<file path="config.mk">
export PLATFORM = sky130hd
export DESIGN_NAME = pulse_sync_issuer_3bit
export DESIGN_NICKNAME = d
export VERILOG_FILES = /design/src/rtl/pulse_sync_issuer_3bit.sv
export SDC_FILE = /design/constraint.sdc
export NUM_CORES = 1
export LEC_CHECK = 0
export CAP_MARGIN = 20
export CORE_MARGIN = 3
export CORE_UTILIZATION = 35
export CTS_BUF_LIST = sky130_fd_sc_hd__clkbuf_4
export CTS_CLUSTER_SIZE = 12
export DETAILED_ROUTE_END_ITERATION = 7
export MAX_ROUTING_LAYER = met4
export PLACE_DENSITY = 0.64
export SETUP_SLACK_MARGIN = 0.1
export SLEW_MARGIN = 20
export SYNTH_ARGS = -nofsm -noshare
export SYNTH_HDL_FRONTEND = slang
export SYNTH_SLANG_ARGS = --single-unit
</file>
<file path="constraint.sdc">
create_clock -name clk -period 2 [get_ports clk]
set_input_delay 0.6 -clock clk [delete_from_list [all_inputs] [get_ports clk]]
set_output_delay 0.6 -clock clk [all_outputs]
set_load 0.05 [all_outputs]
</file>
<file path="src/rtl/pulse_sync_issuer_3bit.sv">
// Fast-side issuer: queues up to 3 events per bit, issues them as 1-cycle pulses when busy is low.
// Event->pulse 2 cycles; issues spaced GUARD_CYC+2 apart; PULSE_SYNC_ISSUER_OVF_EN enables sticky ovf.
module pulse_sync_issuer_3bit #(
    parameter int unsigned GUARD_CYC = 3
) (
    input  logic       clk,
    input  logic       rst,
    input  logic [2:0] ev_3bit,
    input  logic       busy,
    input  logic       ovf_clr,
    output logic [2:0] sig_3bit,
    output logic [2:0] pending_3bit,
    output logic       ovf
);

    typedef enum logic [1:0] {
        ST_IDLE  = 2'd0,
        ST_GUARD = 2'd1,
        ST_WAIT  = 2'd2
    } state_t;

    localparam logic [3:0] GUARD_LD = 4'(GUARD_CYC);

    state_t          r_state;
    logic [3:0]      r_guard;
    logic [2:0]      r_sig;
    logic [2:0][1:0] r_cnt;

    logic [2:0]      w_nz;
    logic [2:0]      w_lost;
    logic [2:0][1:0] w_cnt_nxt;
    logic            w_any;

    // A bit is "issued" while its pulse is on the wire, so the count drops
    // in the pulse cycle; an event in that same cycle cancels the drop.
    always_comb begin
        w_nz      = '0;
        w_lost    = '0;
        w_cnt_nxt = r_cnt;
        for (int i = 0; i < 3; i++) begin
            w_nz[i] = (r_cnt[i] != 2'd0);
            if (r_sig[i] && !ev_3bit[i]) begin
                w_cnt_nxt[i] = r_cnt[i] - 2'd1;
            end else if (ev_3bit[i] && !r_sig[i]) begin
                if (r_cnt[i] == 2'd3) begin
                    w_lost[i] = 1'b1;
                end else begin
                    w_cnt_nxt[i] = r_cnt[i] + 2'd1;
                end
            end
        end
    end

    assign w_any = |w_nz;

    always_ff @(posedge clk or negedge rst) begin
        if (!rst) begin
            r_cnt <= '0;
        end else begin
            r_cnt <= w_cnt_nxt;
        end
    end

    always_ff @(posedge clk or negedge rst) begin
        if (!rst) begin
            r_state <= ST_IDLE;
            r_guard <= 4'd0;
            r_sig   <= 3'b000;
        end else begin
            case (r_state)
                ST_IDLE: begin
                    if (!busy && w_any) begin
                        r_sig   <= w_nz;
                        r_guard <= GUARD_LD;
                        r_state <= ST_GUARD;
                    end else begin
                        r_sig <= 3'b000;
                    end
                end
                // busy is deliberately ignored here: the synchronizer has not
                // yet had time to raise it for the pulse just sent.
                ST_GUARD: begin
                    r_sig <= 3'b000;
                    if (r_guard <= 4'd1) begin
                        r_guard <= 4'd0;
                        r_state <= ST_WAIT;
                    end else begin
                        r_guard <= r_guard - 4'd1;
                    end
                end
                ST_WAIT: begin
                    r_sig <= 3'b000;
                    if (!busy) begin
                        r_state <= ST_IDLE;
                    end
                end
                default: begin
                    r_sig   <= 3'b000;
                    r_guard <= 4'd0;
                    r_state <= ST_IDLE;
                end
            endcase
        end
    end

    assign sig_3bit     = r_sig;
    assign pending_3bit = w_nz;

`ifdef PULSE_SYNC_ISSUER_OVF_EN
    logic r_ovf;

    // Set wins over a same-cycle clear so no loss goes unreported.
    always_ff @(posedge clk or negedge rst) begin
        if (!rst) begin
            r_ovf <= 1'b0;
        end else if (|w_lost) begin
            r_ovf <= 1'b1;
        end else if (ovf_clr) begin
            r_ovf <= 1'b0;
        end
    end

    assign ovf = r_ovf;
`else
    logic w_unused_ovf;

    assign w_unused_ovf = ovf_clr ^ (|w_lost);
    assign ovf          = 1'b0;
`endif

endmodule
</file>
-- After elaboration in Yosys (flattened, before gate mapping)
Index checks and enable logic that the tools add are counted.
- add/subtract/negate cells: 7
- order comparisons: 1
- eq/ne operators: 11
- muxes and demuxes: 18
- bitwise logic cells: 1
- reduce and logical (&&, ||, !) cells: 27
- operators by type and width (kind ; count):
    2-bit 2-to-1 mux ; 12
    2-bit != test, second input constant ; 6
    4-bit case mux with 3 select lines ; 1
    2-bit nonzero test ; 6
    2-bit equality test, second input constant ; 4
    4-bit 2-to-1 mux ; 2
    2-bit AND reduction ; 4
    1-bit logical AND ; 7
    1-bit logical NOT ; 7
    2-bit by 1-bit adder with 2-bit output, second input constant ; 3
    3-bit 2-to-1 mux ; 2
    2-bit case mux with 3 select lines ; 1
    2-bit by 1-bit subtractor with 2-bit output, second input constant ; 3
    4-bit by 1-bit less-or-equal comparator with 1-bit output, second input constant ; 1
    4-bit by 1-bit subtractor with 4-bit output, second input constant ; 1
    3-bit AND reduction ; 1
    3-bit OR reduction ; 1
    2-bit by 1-bit equality test with 1-bit output, second input constant ; 1
    2-bit logical NOT ; 1
    1-bit NOT ; 1
- register bits after elaboration: 15
- input port bits: 7

-- Depth between registers and ports, before layout
- depth after elaboration: 5
- depth in mapped cells: 6

-- Least setup slack after synthesis
OpenSTA, ideal clock, no wires.
- path type: register to output
- start: register r_cnt[3] in the netlist's numbering
- end: output pending_3bit[1]
- arrival: 898 ps
- data required time: 1400 ps
- slack: 502 ps
- stages on the path, launching flop included: 3
- path through: dfrtp_1 > nor2_1 > inv_1
- cells in the longest elaborated chain, start to end: 1
- ends and longest elaborated chain (item ; RTL line ; text):
    from (decl) ; 27 ; logic [2:0][1:0] r_cnt;
    from (signal assigned) ; 60 ; r_cnt <= w_cnt_nxt;
    2-bit nonzero test ; 41 ; w_nz[i] = (r_cnt[i] != 2'd0);
    to (decl) ; 12 ; output logic [2:0] pending_3bit,
Every way passes these cells.

-- Worst setup path in the final report
Ends and elaborated chain as after synthesis.

==> summary.txt <==
Area delta synth->final: 19.8%
Vias in the first global route: 592
Vias per inst: 4.80
Kind of critical path: reg2out
DRT iter0 DRCs: 7
DRT antenna net count: 0
Post-layout nets: 116
Clock tree buffer depth: 2
Internal reg-to-reg setup slack: 0.44 ns
Initial antenna violation count: 0
Met2 Track Usage GR: 18.1%
Worst Setup EP: pending_3bit[1]
Worst endpoint data arrival time: 1.16 ns
Die area: 0.00291 mm²
First-pass GRT wire length: 2.43 mm
Wirelength, routed: 1.38 mm
Final HPWL DP: 1.09 mm
Top Usage Layer GRT: met2
Std cell rows: 16
Power Dens Cells: 1360 mW/mm²
Crit-path max cell delay: 0.43 ns
Post-Syn Area: 805 µm²
CTS tree: yes
Slew Viols, Final: 0
Clock power frac: 13.8%
Sequential share of power: 42.9%
Total gr overflow: 0
# Post-CTS Setup Buffers: 0
Pleak: 0.445 nW
Die height: 53.9 µm
Hold crit path type: reg2reg
Ys Warns: 0
F_max: 568 MHz
Worst path cell trace: nor2_2 -> inv_1 -> buf_4
Mean Syn Cell Area: 9.04 µm²
Status: completed
Critical path required time: 1.40 ns
CORE AREA: 0.00206 mm²
Crit-path leading delay family: flip-flops
R2r endpoint: r_guard[2]
Max-capacitance violation count: 0
Post-synth net total: 101
Top fanout value on the critical path: 5
Buf/Inv on CP: 2
Clock skew: 0.00848 ns
WP depth: 3
Root buffer cell: clkbuf_4
Critical path origin: r_cnt[3]
Number of synthesized register bits: 15
Final hold viol count: 0
Tcrit/Tclk final: 88.0%
H-tree level count: 1
Initial core utilization: 39.0%
Design Area, Final: 963 µm²
Width of the die: 53.9 µm
Share of layout cells above drive strength 1: 15.5%
Psw: 553 µW
# IOs: 14
Setup repair after global routing missed its margin: false
CP max stage cell: dfrtp_1
DR DRC count: 0
Startpoint types: flip-flop
Fin Hold WS: 0.517 ns
Cts hold-fix bufs: 0
Yosys cell types: 24
Seq/Total Area, Yosys: 46.7%
Logic gate share of total power: 43.3%
Final setup viols: 0
Num CTS Buffers: 3
Setup tns final: 0 ns
Largest net degree at the start of global routing: 16
Setup crit end kind: output pin
Via Count: 624
Tmin final: 1.76 ns
Port Buffers: 11
Combined global-route utilization of all metal layers: 11.9%
VDD IR max: 0.542 mV
Internal Power: 757 µW
WL/cell: 10.6 µm
Cells on worst reg2reg path: 6
Dpl cell area: 928 µm²
Worst-path clk slew: 0.09 ns
Met1 Resource Use GR: 14.7%
Antenna Cells: 0
Worst-Skew Late Latency: 0.28 ns
Switching share of power: 42.2%
DRT Pass-1 Iters: 4
Post-CTS resize count: 0
Clk sinks: 15
Placer Congestion: 0.806
GRT met3 Usage: 1.66%
R2R Path Start: r_guard[0]
Mapped Cells: 89
==> metal layers <==
metal,vias to the layer above,wire length (µm)
li1,324,-
met1,286,650
met2,12,650
met3,2,57
met4,0,19
met5,-,0
==> cells in the final DEF (no fill, tap or decap), types with 2 or more instances in the layout <==
cell type / instances
nor3_1: 2
a21oi_1: 8
dfrtp_1: 15
clkdlybuf4s50_1: 5
clkbuf_4: 4
nor2_2: 3
o21ai_1: 2
o22ai_1: 4
nand2_1: 6
nor2_1: 14
ha_1: 5
nand2b_1: 2
o22a_1: 2
a21o_1: 2
inv_1: 12
buf_4: 7
mux2i_1: 2
==> synthesized netlist by cell type <==
cell type / number / share of area, %
a311oi_4: 1 / 3.3
buf_2: 1 / 0.62
conb_1: 1 / 0.47
nand2_1: 6 / 2.8
inv_2: 1 / 0.47
mux2i_1: 2 / 2.5
a211oi_1: 1 / 0.93
o21ai_1: 2 / 1.2
dfrtp_1: 15 / 47
buf_4: 1 / 0.93
inv_1: 12 / 5.6
or2_1: 1 / 0.78
o2bb2ai_1: 1 / 1.1
nor3b_1: 1 / 0.93
o22ai_1: 4 / 3.1
a21oi_1: 8 / 5.0
a21o_1: 2 / 1.9
ha_1: 5 / 7.8
nand2b_1: 2 / 1.6
nor3_1: 2 / 1.2
nor2_1: 16 / 7.5
o22a_1: 2 / 2.2
or3_1: 1 / 0.78
nor2_2: 1 / 0.78
==> area by class of cell <==
type                            instances  area (µm²)
Fill cell                             210        1100
Tap cell                               27        33.8
Clock buffer                            4        30.0
Multi-Input combinational cell         59         373
Sequential cell                        15         375
Inverter                               13        48.8
Timing Repair Buffer                   12         103
==> through the flow <==
stage	setup WS [ns]	cells	util, %	power [mW]
floorplan	0.502	89	-	0.997
finish	0.240	130	46.7	1.31
global route	0.149	130	46.7	1.43
global placement	0.0970	126	45.0	1.11
detailed placement	0.0929	126	45.0	1.14
CTS	0.127	130	46.5	1.33
==> cell families after synthesis <==
family | share of synthesized area, %
mux | 2.49
simple gates | 16.3
flops | 46.7
other cells | 0.466
buf+inv | 7.62
compound gates | 18.7
fa+ha+maj | 7.78
==> how the worst min path moves through the flow <==
stage	from	endpoint	slack, ns	cells past startpoint
floorplan	rst	r_cnt[0]	0.30	0
global placement	r_guard[3]	r_guard[3]	0.49	1
detailed placement	r_guard[3]	r_guard[3]	0.51	1
CTS	r_guard[3]	r_guard[3]	0.53	1
global route	r_guard[3]	r_guard[3]	0.56	1
finish	r_guard[3]	r_guard[3]	0.52	1
==> registers in the layout (all words and copies together) (netlist names) <==
signal    flops
r_state       2
sig_3bit      3
r_guard       4
r_cnt         6
==> worst reg2reg max path: stages (launching register included) <==
cell	delay (ns)
dfrtp_1	0.43
inv_1	0.06
ha_1	0.22
or2_1	0.24
a21o_1	0.24
nor3b_1	0.21
a21o_1	0.10
==> power groups by stage <==
stage	clock network, mW	registers [mW]	logic [mW]
floorplan	0	0.586	0.411
detailed placement	0	0.562	0.578
global route	0.202	0.582	0.644
finish	0.181	0.562	0.567
CTS	0.193	0.556	0.579
global placement	0	0.557	0.557
Power figures use the tool's default switching activity.
